$ cat config.mk
export PLATFORM = sky130hd
export DESIGN_NAME = act_lut_interp
export DESIGN_NICKNAME = d
export VERILOG_FILES = /design/src/rtl/act_lut_pkg.sv /design/src/rtl/act_lut.sv /design/src/rtl/act_lut_interp.sv
export SDC_FILE = /design/constraint.sdc
export NUM_CORES = 1
export LEC_CHECK = 0
export ABC_AREA = 1
export BUFFER_PORTS_ARGS = -buffer_cell sky130_fd_sc_hd__clkbuf_2
export CORE_AREA = 2 2 95 97
export DETAILED_ROUTE_END_ITERATION = 8
export DIE_AREA = 0 0 97 99
export PLACE_DENSITY_LB_ADDON = 0.12
export SLEW_MARGIN = 20
export SYNTH_ARGS = -nofsm -noshare
export SYNTH_HDL_FRONTEND = slang
export SYNTH_SLANG_ARGS = --single-unit
export TNS_END_PERCENT = 50
$ cat constraint.sdc
create_clock -name clk -period 7.85 [get_ports clk]
set_input_delay 0.3925 -clock clk [delete_from_list [all_inputs] [get_ports clk]]
set_output_delay 0.3925 -clock clk [all_outputs]
set_load 0.01 [all_outputs]
$ cat src/rtl/act_lut_pkg.sv
// Shared widths, saturation bounds and data word type for the activation stage.
package act_lut_pkg;

  localparam int ACT_IN_W   = 8;
  localparam int ACT_ADDR_W = 4;
  localparam int ACT_FRAC_W = 4;
  localparam int ACT_DATA_W = 8;

  typedef logic signed [ACT_DATA_W-1:0] data_t;

  localparam data_t ACT_SAT_MAX = data_t'(2 ** (ACT_DATA_W - 1) - 1);
  localparam data_t ACT_SAT_MIN = data_t'(-(2 ** (ACT_DATA_W - 1)));

endpackage

$ cat src/rtl/act_lut.sv
// Activation lookup table: returns the segment start (base) and the
// following breakpoint (next) for a signed segment index. The top positive
// index repeats its own entry so the curve saturates; index -1 wraps to
// entry 0 so the curve crosses zero continuously.
module act_lut
  import act_lut_pkg::*;
#(
  parameter int ADDR_WIDTH = ACT_ADDR_W,
  parameter int DATA_WIDTH = ACT_DATA_W
) (
  input  logic        [ADDR_WIDTH-1:0] addr,
  output logic signed [DATA_WIDTH-1:0] base_data,
  output logic signed [DATA_WIDTH-1:0] next_data
);

  localparam logic [ADDR_WIDTH-1:0] TOP_POS = {1'b0, {(ADDR_WIDTH-1){1'b1}}};

  logic [ADDR_WIDTH-1:0] next_addr;

  // Table contents: 0, 12, 15 x6, -15 x7, -12 (indexed as unsigned 0..15).
  function automatic logic signed [DATA_WIDTH-1:0] lut_entry(
    input logic [ADDR_WIDTH-1:0] idx
  );
    logic signed [DATA_WIDTH-1:0] v;
    if (idx == '0) begin
      v = '0;
    end else if (idx == ADDR_WIDTH'(1)) begin
      v = DATA_WIDTH'(12);
    end else if (idx <= ADDR_WIDTH'(7)) begin
      v = DATA_WIDTH'(15);
    end else if (idx <= ADDR_WIDTH'(14)) begin
      v = DATA_WIDTH'(-15);
    end else begin
      v = DATA_WIDTH'(-12);
    end
    return v;
  endfunction

  // Resolve base/next entries, including both index edge cases.
  always_comb begin
    next_addr = addr + ADDR_WIDTH'(1);
    base_data = lut_entry(addr);
    if (addr == TOP_POS) begin
      next_data = base_data;
    end else begin
      next_data = lut_entry(next_addr);
    end
  end

endmodule

$ cat src/rtl/act_lut_interp.sv
// Three-stage piecewise-linear activation: index/fraction capture, LUT read,
// then interpolate with floor rounding and saturate. A single advance signal
// stalls the whole pipe when the output is held by the consumer.
module act_lut_interp
  import act_lut_pkg::*;
#(
  parameter int IN_WIDTH   = ACT_IN_W,
  parameter int ADDR_WIDTH = ACT_ADDR_W,
  parameter int FRAC_WIDTH = ACT_FRAC_W,
  parameter int DATA_WIDTH = ACT_DATA_W
) (
  input  logic                         clk,
  input  logic                         rst,
  input  logic                         in_valid,
  output logic                         in_ready,
  input  logic signed [IN_WIDTH-1:0]   in_data,
  output logic                         out_valid,
  input  logic                         out_ready,
  output logic signed [DATA_WIDTH-1:0] out_data
);

  localparam int DIFF_W = DATA_WIDTH + 1;
  localparam int PROD_W = DATA_WIDTH + FRAC_WIDTH + 2;

  localparam logic signed [PROD_W-1:0] SAT_HI =
    {{(PROD_W-DATA_WIDTH+1){1'b0}}, {(DATA_WIDTH-1){1'b1}}};
  localparam logic signed [PROD_W-1:0] SAT_LO =
    {{(PROD_W-DATA_WIDTH+1){1'b1}}, {(DATA_WIDTH-1){1'b0}}};

  logic adv;

  logic                         vld_p1_d,  vld_p1_q;
  logic        [ADDR_WIDTH-1:0] addr_p1_d, addr_p1_q;
  logic        [FRAC_WIDTH-1:0] frac_p1_d, frac_p1_q;

  logic signed [DATA_WIDTH-1:0] lut_base, lut_next;

  logic                         vld_p2_d,  vld_p2_q;
  logic signed [DATA_WIDTH-1:0] base_p2_d, base_p2_q;
  logic signed [DATA_WIDTH-1:0] next_p2_d, next_p2_q;
  logic        [FRAC_WIDTH-1:0] frac_p2_d, frac_p2_q;

  logic                         out_valid_d, out_valid_q;
  logic signed [DATA_WIDTH-1:0] out_data_d,  out_data_q;

  // base + floor((next - base) * frac / 2^FRAC); full precision, no wrap.
  function automatic logic signed [PROD_W-1:0] interp_floor(
    input logic signed [DATA_WIDTH-1:0] bse,
    input logic signed [DATA_WIDTH-1:0] nxt,
    input logic        [FRAC_WIDTH-1:0] frc
  );
    logic signed [DIFF_W-1:0] diff;
    logic signed [PROD_W-1:0] prod;
    diff = DIFF_W'(nxt) - DIFF_W'(bse);
    prod = PROD_W'(diff) * PROD_W'($signed({1'b0, frc}));
    return PROD_W'(bse) + (prod >>> FRAC_WIDTH);
  endfunction

  // Clamp a wide signed value into the output word range.
  function automatic logic signed [DATA_WIDTH-1:0] sat_data(
    input logic signed [PROD_W-1:0] v
  );
    logic signed [PROD_W-1:0] c;
    if (v > SAT_HI) begin
      c = SAT_HI;
    end else if (v < SAT_LO) begin
      c = SAT_LO;
    end else begin
      c = v;
    end
    return c[DATA_WIDTH-1:0];
  endfunction

  act_lut #(
    .ADDR_WIDTH(ADDR_WIDTH),
    .DATA_WIDTH(DATA_WIDTH)
  ) u_lut (
    .addr      (addr_p1_q),
    .base_data (lut_base),
    .next_data (lut_next)
  );

  // Next-state for every stage; everything holds together when adv is low.
  always_comb begin
    adv = !out_valid_q | out_ready;

    vld_p1_d    = vld_p1_q;
    addr_p1_d   = addr_p1_q;
    frac_p1_d   = frac_p1_q;
    vld_p2_d    = vld_p2_q;
    base_p2_d   = base_p2_q;
    next_p2_d   = next_p2_q;
    frac_p2_d   = frac_p2_q;
    out_valid_d = out_valid_q;
    out_data_d  = out_data_q;

    if (adv) begin
      // p1: split input into segment index and fraction
      vld_p1_d    = in_valid;
      addr_p1_d   = in_data[IN_WIDTH-1 -: ADDR_WIDTH];
      frac_p1_d   = in_data[FRAC_WIDTH-1:0];
      // p2: capture LUT endpoints
      vld_p2_d    = vld_p1_q;
      base_p2_d   = lut_base;
      next_p2_d   = lut_next;
      frac_p2_d   = frac_p1_q;
      // output: interpolate and saturate
      out_valid_d = vld_p2_q;
      out_data_d  = sat_data(interp_floor(base_p2_q, next_p2_q, frac_p2_q));
    end
  end

  // Valid chain and output word: cleared by reset so in-flight data is dropped.
  always_ff @(posedge clk) begin
    if (rst) begin
      vld_p1_q    <= 1'b0;
      vld_p2_q    <= 1'b0;
      out_valid_q <= 1'b0;
      out_data_q  <= '0;
    end else begin
      vld_p1_q    <= vld_p1_d;
      vld_p2_q    <= vld_p2_d;
      out_valid_q <= out_valid_d;
      out_data_q  <= out_data_d;
    end
  end

  // Internal datapath registers: meaningful only alongside their valid bit.
  always_ff @(posedge clk) begin
    addr_p1_q <= addr_p1_d;
    frac_p1_q <= frac_p1_d;
    base_p2_q <= base_p2_d;
    next_p2_q <= next_p2_d;
    frac_p2_q <= frac_p2_d;
  end

  assign in_ready  = adv;
  assign out_valid = out_valid_q;
  assign out_data  = out_data_q;

endmodule

==> results of run 1 <==
-- logic make-up after synthesis --
kind of cell	Yosys count
AOI/OAI and AO/OA	50
xor gates and xnor gates	20
DFF	33
buffers and inverters	93
and+or+nand+nor	186
adders and majority gates	67
-- metal layers --
layer  track usage  vias up  part of all wire
met4        0.0477        0             0.017
met5             0        -                 0
met2         0.259       37              0.45
met1         0.208     1286              0.51
met3        0.0170        8             0.027
li1              -     1472                 -
-- cell usage in the layout (no fill, tap or decap), types with 3 or more instances in the layout --
master    Yosys  layout
nand4_1       6       6
clkbuf_8      0       5
xnor2_1       5       5
nor2_2        5       5
inv_1        86      85
nor2_1       51      51
o21ai_0      13      13
nand3_2       3       3
nand2_1      89      89
a21oi_1      26      26
or2_2         3       3
clkbuf_2      1      21
inv_2         4       5
edfxtp_1     22      22
dfxtp_1      11      11
nand3_1      22      22
fa_1         21      21
ha_1         46      46
xor2_1       15      15
-- path summary, 6_finish.rpt --
path	start	cells after the start	end	slack, ns
worst max register to register	base_p2_q[0]$_DFFE_PP_	28	out_data[3]$_SDFFE_PP0P_	1.69
worst min-delay path	in_data[2]	1	frac_p1_q[2]$_DFFE_PP_	0.28
worst max-delay path	base_p2_q[0]$_DFFE_PP_	28	out_data[3]$_SDFFE_PP0P_	1.69
worst min register to register	frac_p1_q[2]$_DFFE_PP_	0	frac_p2_q[2]$_DFFE_PP_	0.42
-- state kept, by name (all words and copies together) (netlist names) --
register   flops
frac_p1_q      4
vld_p1_q       1
frac_p2_q      4
out_valid      1
vld_p2_q       1
addr_p1_q      4
base_p2_q      5
out_data       8
next_p2_q      5
-- final cells by class --
class	count	area (um^2)
Fill cell	868	4740
Multi-Input combinational cell	323	2270
Sequential cell	33	881
Inverter	90	338
Tap cell	108	135
Timing Repair Buffer	21	105
Clock buffer	5	68.8
Clock inverter	3	16.3
-- stage by stage --
stage	worst slack [ns]	cells	utilization	hold WS, ns
finish	1.69	583	0.446	0.277
global route	1.25	583	0.446	0.270
detailed placement	1.69	575	0.436	0.405
global placement	1.77	575	0.436	0.403
floorplan	2.25	449	-	0.400
CTS	1.69	583	0.446	0.271
==> results.txt, run 1 <==
----------------------------------------------------
[Drt]
  Vias per cell ... 4.81
  Post-route antenna net violation count ... 0
  Overall via count from detail_route ... 2803
  Pre-Repair DR Iteration Count ... 4
  Sum of routed wire length over all layers ... 6.89 mm
  Detailed-route DRC error count ... 0
  Wire length per cell after detailed routing ... 11.8 um
  Number of violations reported at the end of detailed-routing iteration 0 ... 113

[Global routing]
  Number of antenna violations at the first check in global routing ... 0
  Vias in the first global route ... 2775
  GR Util All Layers ... 0.153
  Pin count of the biggest net entering global routing ... 34
  Remaining global-route overflow ... 0
  Wire length of the first global-routing pass ... 12.2 mm

[STA]
  Fmax achieved ... 0.162 GHz
  Number of endpoints with negative hold slack in the final report ... 0
  Slew headroom ... 0.585
  Setup violators final ... 0
  Fin crit period ... 6.16 ns
  Final max-slew violation count ... 0
  Setup clock skew after layout ... 0.00920 ns
  RSZ-0062 raised after global routing ... false
  Period Utilization, post-route ... 0.784
  Worst Max-Slew Pin Slew ... 0.621 ns
  Accumulated negative setup slack ... 0 ns

[Yosys]
  Compound-Gate Fraction of Synth Area ... 0.0851
  Cell with the most instances after synthesis ... nand2_1
  Synth Area in XOR/XNOR ... 0.0500
  Post-synth top area share ... 0.189
  Share of the yosys chip area belonging to registers ... 0.252
  Adder-Cell Fraction of Synth Area ... 0.284
  Leading area contributor after synthesis ... edfxtp_1
  Synthesis-stage register bit count ... 33
  Top FF cell, synth ... edfxtp_1
  Cells after synthesis ... 449
  Distinct cell type count after synthesis ... 33
  Yosys warning total ... 0
  Post-Syn Area ... 3500 um^2
  Proportion of register bits with asynchronous set or reset after synthesis ... 0
  Per-instance average area after synthesis ... 7.80 um^2
  Mux cell area share after synthesis ... 0
  Post-synth EDFFs ... 22
  Synth cell count leaders ... nand2_1 (89), inv_1 (86), nor2_1 (51)
  Share of synthesized cell area in and, or, nand and nor gates ... 0.229
  Top post-synthesis cells by area ... edfxtp_1 (19%), ha_1 (16%), fa_1 (12%)
  Largest family of logic cells by synthesized area ... adder cells
  Net Count, Synth ... 528

[Cells and area]
  Final #Nets ... 553
  Antenna diode instance count ... 0
  Share of cells above drive strength 1 ... 0.109
  Non-Filler Cell Area, Final ... 3810 um^2
  Post-synthesis to final-layout area growth ... 8.94%

[Critical path]
  Critical setup path kind ... flop to flop
  Number of buffer and inverter stages on the critical path ... 3
  CP Data Arrival Time ... 6.33 ns
  Largest stage delay, worst path ... 0.57 ns
  Endpoint type of the worst setup path ... flop
  Cell mode on critical path ... nand2_1
  Type of element launching the critical path ... flop
  Slowest CP cell ... fa_1
  Worst path top cell family by delay ... adder cells
  CP Data Required Time ... 8.03 ns
  Worst-path fanout max ... 7

[Floorplanning]
  Initial cell density of the core ... 0.409
  Die Span X ... 97 um
  Floorplan die height ... 99 um
  Std-Cell Rows ... 34
  Area of the core ... 8550 um^2
  Top-Level Pins ... 22
  Total die area ... 9600 um^2

[Clock tree]
  Master cell of the clock root buffer ... clkbuf_8
  Resized Gates After CTS ... 0
  Total number of H-tree levels ... 2
  CTS sink cnt ... 33
  Bufs on Longest Clock Path ... 2
  Clock transition at path regs ... 0.08 ns
  Post-CTS Setup Inserts ... 0
  Latest clock arrival within the worst-skew pair ... 0.29 ns
  TritonCTS clock tree ... done
  Number of buffers inserted by hold repair at cts ... 0
  Clock buffer count from CTS ... 5

[Placed design]
  Port-buffer cells ... 21
  Final weighted congestion of routability-driven global placement ... 0.828
  Placed wire-length estimate ... 5.76 mm
  Placement Cell Area ... 3730 um^2

[Status]
  Run status ... completed

[Min path]
  Min-delay worst type ... input port to flop

[Run]
  Max-Cap Viols ... 0

----------------------------------------------------
Power of run 1 is not shown: default switching activity piles up to over one toggle a cycle in this logic, so the estimate is an artifact.
==> inputs of run 2 (changes only) <==
==> constraint.sdc (replaced) <==
create_clock -name clk -period 4.9 [get_ports clk]
set_input_delay 0.245 -clock clk [delete_from_list [all_inputs] [get_ports clk]]
set_output_delay 0.245 -clock clk [all_outputs]
set_load 0.01 [all_outputs]
==> results.txt, run 2 (synthesized netlist as in run 1, its figures left out) <==
----------------------------------------------------
[Critical path]
  Type of element launching the critical path ... flop
  Worst path top cell family by delay ... adder cells
  CP Data Arrival Time ... 5.83 ns
  Critical setup path kind ... flop to flop
  Endpoint type of the worst setup path ... flop
  CP Data Required Time ... 5.12 ns
  Minimum setup slack among reg-to-reg paths ... -0.70 ns
  Number of buffer and inverter stages on the critical path ... 5
  Worst reg2reg startpoint ... base_p2_q[0]$_DFFE_PP_
  Cell mode on critical path ... nand2_1
  Slowest CP cell ... fa_2
  Count of cells along the worst register-to-register path ... 28
  Reg2Reg Capture Point ... out_data[2]$_SDFFE_PP0P_
  Largest stage delay, worst path ... 0.58 ns
  Worst-path fanout max ... 7

[Floorplanning]
  Top-Level Pins ... 22
  Initial cell density of the core ... 0.409
  Floorplan die height ... 99 um
  Total die area ... 9600 um^2
  Area of the core ... 8550 um^2
  Die Span X ... 97 um
  Std-Cell Rows ... 34

[STA]
  Post-layout worst setup margin ... -0.701 ns
  Fmax achieved ... 0.179 GHz
  Setup clock skew after layout ... 0.00570 ns
  Worst Max-Slew Pin Slew ... 0.609 ns
  Fin crit period ... 5.60 ns
  Number of endpoints with negative hold slack in the final report ... 0
  Final max-slew violation count ... 0
  Setup violators final ... 8
  RSZ-0062 raised after global routing ... true
  Slew headroom ... 0.594
  Period Utilization, post-route ... 1.14

[Status]
  Run status ... finished with violations
  Violations in the final reports ... negative setup slack

[Clock tree]
  Total number of H-tree levels ... 2
  Clock buffer count from CTS ... 5
  TritonCTS clock tree ... done
  Master cell of the clock root buffer ... clkbuf_8
  Clock transition at path regs ... 0.07 ns
  Bufs on Longest Clock Path ... 2
  CTS sink cnt ... 33
  Latest clock arrival within the worst-skew pair ... 0.29 ns
  Number of buffers inserted by hold repair at cts ... 0

[Global routing]
  Number of antenna violations at the first check in global routing ... 0
  Pin count of the biggest net entering global routing ... 34
  Wire length of the first global-routing pass ... 12.9 mm
  Vias in the first global route ... 3005
  GR Util All Layers ... 0.162
  Remaining global-route overflow ... 0

[Cells and area]
  Final #Nets ... 615
  Share of cells above drive strength 1 ... 0.304
  Post-synthesis to final-layout area growth ... 30.6%
  Area of all sequential standard cells ... 881 um^2
  Highest-count cells in the layout ignoring fill and taps ... inv_1 (80), nand2_1 (78), buf_4 (61)
  Most frequent standard cell in the layout excluding fill and tap cells ... inv_1
  Multi-input logic area ... 2520 um^2
  Final non-filler cell total ... 645
  Filler cell count ... 829
  Max reg flops ... 8
  Antenna diode instance count ... 0

[Min path]
  Hold depth ... 1
  Hold Startpoint ... in_data[5]
  Min-delay worst type ... input port to flop
  Worst-case hold path end point ... addr_p1_q[1]$_DFFE_PP_

[Drt]
  Vias per cell ... 4.66
  Post-route antenna net violation count ... 0
  Overall via count from detail_route ... 3004
  Number of violations reported at the end of detailed-routing iteration 0 ... 100
  Sum of routed wire length over all layers ... 7.48 mm
  Detailed-route DRC error count ... 0
  Wire length per cell after detailed routing ... 11.6 um
  Pre-Repair DR Iteration Count ... 4

[Placed design]
  Placed wire-length estimate ... 6.15 mm
  Final weighted congestion of routability-driven global placement ... 0.853
  Placed Instances ... 628
  Port-buffer cells ... 21

[Run]
  Max-Cap Viols ... 0

----------------------------------------------------
run 2: stage by stage:
step / instance area, um^2 / worst slack, ns / hold slack, ns / TNS (ns) / util
final: 4570 / -0.701 / 0.124 / -5.45 / 0.535
after global routing: 4570 / -0.983 / 0.113 / -7.73 / 0.535
after CTS: 4390 / -0.765 / 0.118 / -6.02 / 0.513
after detailed placement: 4190 / -0.855 / 0.406 / -6.60 / 0.490
after global placement: 4190 / -0.827 / 0.403 / -6.42 / 0.490
after floorplan: 3570 / -0.498 / 0.314 / -3.74 / -
run 2: repair_timing:
item                                    4_1_cts  5_1_grt
setup buffers                                 5        4
pin swaps                                    21       16
gates resized for setup                      12       27
endpoints found under the setup margin        8        8
run 2: cell type report:
class	count	share of cell area
multi-input cells	323	0.551
well taps	108	0.0295
repair buffers	83	0.127
inverters	90	0.0739
clock buffers	5	0.0150
clock inverters	3	0.0101
flip-flops and latches	33	0.193
run 2: metal layers:
metal,vias up,global-route usage,share of wire
li1,1592,-,-
met2,24,0.285,0.49
met5,-,0,0
met3,6,0.0184,0.017
met4,0,0.0444,0.012
met1,1382,0.213,0.48
run 2: worst max-delay path by stage:
stage / start / end / depth (start not counted)
after global routing: base_p2_q[0]$_DFFE_PP_ / out_data[6]$_SDFFE_PP0P_ / 28
after detailed placement: base_p2_q[0]$_DFFE_PP_ / out_data[2]$_SDFFE_PP0P_ / 26
after CTS: base_p2_q[0]$_DFFE_PP_ / out_data[0]$_SDFFE_PP0P_ / 28
after global placement: base_p2_q[0]$_DFFE_PP_ / out_data[2]$_SDFFE_PP0P_ / 28
final: base_p2_q[0]$_DFFE_PP_ / out_data[2]$_SDFFE_PP0P_ / 28
after floorplan: base_p2_q[0]$_DFFE_PP_ / out_data[0]$_SDFFE_PP0P_ / 28
run 2: worst reg2reg max path: cells and delay by family (launching register included):
kind / cells / cell delay, ns
XOR/XNOR: 1 / 0.19
flip-flops: 1 / 0.40
adder cells (fa/ha/maj): 8 / 2.95
AND/OR/NAND/NOR: 9 / 0.79
buffers and inverters: 5 / 0.46
AO/OA/AOI/OAI: 5 / 0.74
Power of run 2 is left out for the same reason.
==> inputs of run 3 (changes only) <==
--- a/config.mk
+++ b/config.mk
@@ -10,8 +10,8 @@
 export CORE_AREA = 2 2 95 97
 export DETAILED_ROUTE_END_ITERATION = 8
 export DIE_AREA = 0 0 97 99
-export PLACE_DENSITY_LB_ADDON = 0.12
-export SLEW_MARGIN = 20
+export PLACE_DENSITY = 0.59
+export SLEW_MARGIN = 5
 export SYNTH_ARGS = -nofsm -noshare
 export SYNTH_HDL_FRONTEND = slang
 export SYNTH_SLANG_ARGS = --single-unit
==> results.txt, run 3 (synthesized netlist as in run 1, its figures left out) <==
----------------------------------------------------
[Min path]
  Min-delay worst type ... input port to flop
  Hold Startpoint ... in_data[5]
  Hold depth ... 1
  Worst-case hold path end point ... addr_p1_q[1]$_DFFE_PP_

[Critical path]
  Critical setup path kind ... flop to flop
  Minimum setup slack among reg-to-reg paths ... -0.85 ns
  Worst reg2reg startpoint ... base_p2_q[0]$_DFFE_PP_
  Largest stage delay, worst path ... 0.57 ns
  Worst-path fanout max ... 7
  Worst path top cell family by delay ... adder cells
  CP Data Required Time ... 5.07 ns
  Slowest CP cell ... fa_1
  Endpoint type of the worst setup path ... flop
  Number of buffer and inverter stages on the critical path ... 3
  Cell mode on critical path ... nand2_1
  CP Data Arrival Time ... 5.92 ns
  Count of cells along the worst register-to-register path ... 28
  Reg2Reg Capture Point ... out_data[2]$_SDFFE_PP0P_
  Type of element launching the critical path ... flop

[Clock tree]
  Clock transition at path regs ... 0.07 ns
  Total number of H-tree levels ... 2
  CTS sink cnt ... 33
  Number of buffers inserted by hold repair at cts ... 0
  Latest clock arrival within the worst-skew pair ... 0.29 ns
  TritonCTS clock tree ... done
  Bufs on Longest Clock Path ... 2
  Clock buffer count from CTS ... 5
  Master cell of the clock root buffer ... clkbuf_8

[Drt]
  Vias per cell ... 4.74
  Sum of routed wire length over all layers ... 7.35 mm
  Number of violations reported at the end of detailed-routing iteration 0 ... 124
  Detailed-route DRC error count ... 0
  Pre-Repair DR Iteration Count ... 4
  Post-route antenna net violation count ... 0
  Overall via count from detail_route ... 3036
  Wire length per cell after detailed routing ... 11.5 um

[Floorplanning]
  Initial cell density of the core ... 0.409
  Top-Level Pins ... 22
  Area of the core ... 8550 um^2
  Total die area ... 9600 um^2
  Die Span X ... 97 um
  Floorplan die height ... 99 um
  Std-Cell Rows ... 34

[Cells and area]
  Multi-input logic area ... 2400 um^2
  Most frequent standard cell in the layout excluding fill and tap cells ... nand2_1
  Max reg flops ... 8
  Post-synthesis to final-layout area growth ... 24.9%
  Filler cell count ... 833
  Share of cells above drive strength 1 ... 0.254
  Area of all sequential standard cells ... 881 um^2
  Final #Nets ... 610
  Highest-count cells in the layout ignoring fill and taps ... nand2_1 (86), inv_1 (82), buf_4 (57)
  Antenna diode instance count ... 0

[Status]
  Run status ... finished with violations
  Violations in the final reports ... negative setup slack

[Placed design]
  Port-buffer cells ... 21
  Final weighted congestion of routability-driven global placement ... 0.889
  Placed wire-length estimate ... 6.08 mm
  Pre-CTS setup slack ... -0.882 ns

[Global routing]
  Met1 Usage GRT ... 0.209
  Remaining global-route overflow ... 0
  Wire length of the first global-routing pass ... 13.2 mm
  Met3 GRT Util ... 0.0149
  Number of antenna violations at the first check in global routing ... 0
  Grt met2 use ... 0.291
  GR Util All Layers ... 0.162
  Layer with the highest usage after global routing ... met2
  Pin count of the biggest net entering global routing ... 34
  Vias in the first global route ... 3105

[STA]
  Fmax achieved ... 0.174 GHz
  Number of endpoints with negative hold slack in the final report ... 0
  Fin crit period ... 5.75 ns
  Setup clock skew after layout ... 0.00542 ns
  RSZ-0062 raised after global routing ... true
  Setup violators final ... 8
  Period Utilization, post-route ... 1.17
  Final max-slew violation count ... 0
  Post-layout worst setup margin ... -0.851 ns
  Worst Max-Slew Pin Slew ... 1.13 ns
  Slew headroom ... 0.244

[Run]
  Max-Cap Viols ... 0

----------------------------------------------------
run 3: changes by cell type in the layout (fill, tap and decap cells not counted), sizes merged:
cell / delta
buf: -5
bufinv: -1
clkinv: +1
run 3: how the worst max path moves through the flow:
stage	end	start	depth (start not counted)
after floorplan	out_data[0]$_SDFFE_PP0P_	base_p2_q[0]$_DFFE_PP_	28
after global placement	out_data[1]$_SDFFE_PP0P_	base_p2_q[0]$_DFFE_PP_	26
after detailed placement	out_data[6]$_SDFFE_PP0P_	base_p2_q[0]$_DFFE_PP_	26
after CTS	out_data[1]$_SDFFE_PP0P_	base_p2_q[0]$_DFFE_PP_	27
after global routing	out_data[0]$_SDFFE_PP0P_	base_p2_q[0]$_DFFE_PP_	28
final	out_data[2]$_SDFFE_PP0P_	base_p2_q[0]$_DFFE_PP_	28
run 3: metal layers:
metal,share of wire,up-vias,wire [um]
li1,-,1586,-
met2,0.50,31,3710
met5,0,-,0
met4,0.013,0,95
met1,0.46,1411,3420
met3,0.018,8,130
run 3: repair_timing:
item / 4_1_cts / 5_1_grt
buffers inserted: 2 / 3
pin swaps: 12 / 13
resized for setup: 9 / 9
cloned: 0 / 0
setup endpoints to repair: 8 / 8
run 3: cell type report:
cell class	count	share of cell area
Tap cell	108	0.0309
Inverter	90	0.0772
Sequential cell	33	0.201
Multi-Input combinational cell	323	0.549
Timing Repair Buffer	78	0.122
Clock buffer	5	0.0157
Clock inverter	3	0.00400
run 3: through the flow:
step / setup TNS (ns) / util / instance area (um^2) / hold WS (ns) / std cells
floorplan: -3.74 / - / 3570 / 0.314 / 449
global placement: -6.17 / 0.489 / 4180 / 0.402 / 627
detailed placement: -6.76 / 0.489 / 4180 / 0.405 / 627
CTS: -5.81 / 0.505 / 4320 / 0.117 / 637
global route: -8.94 / 0.512 / 4370 / 0.114 / 640
finish: -6.56 / 0.512 / 4370 / 0.127 / 640
Power of run 3 is left out for the same reason.
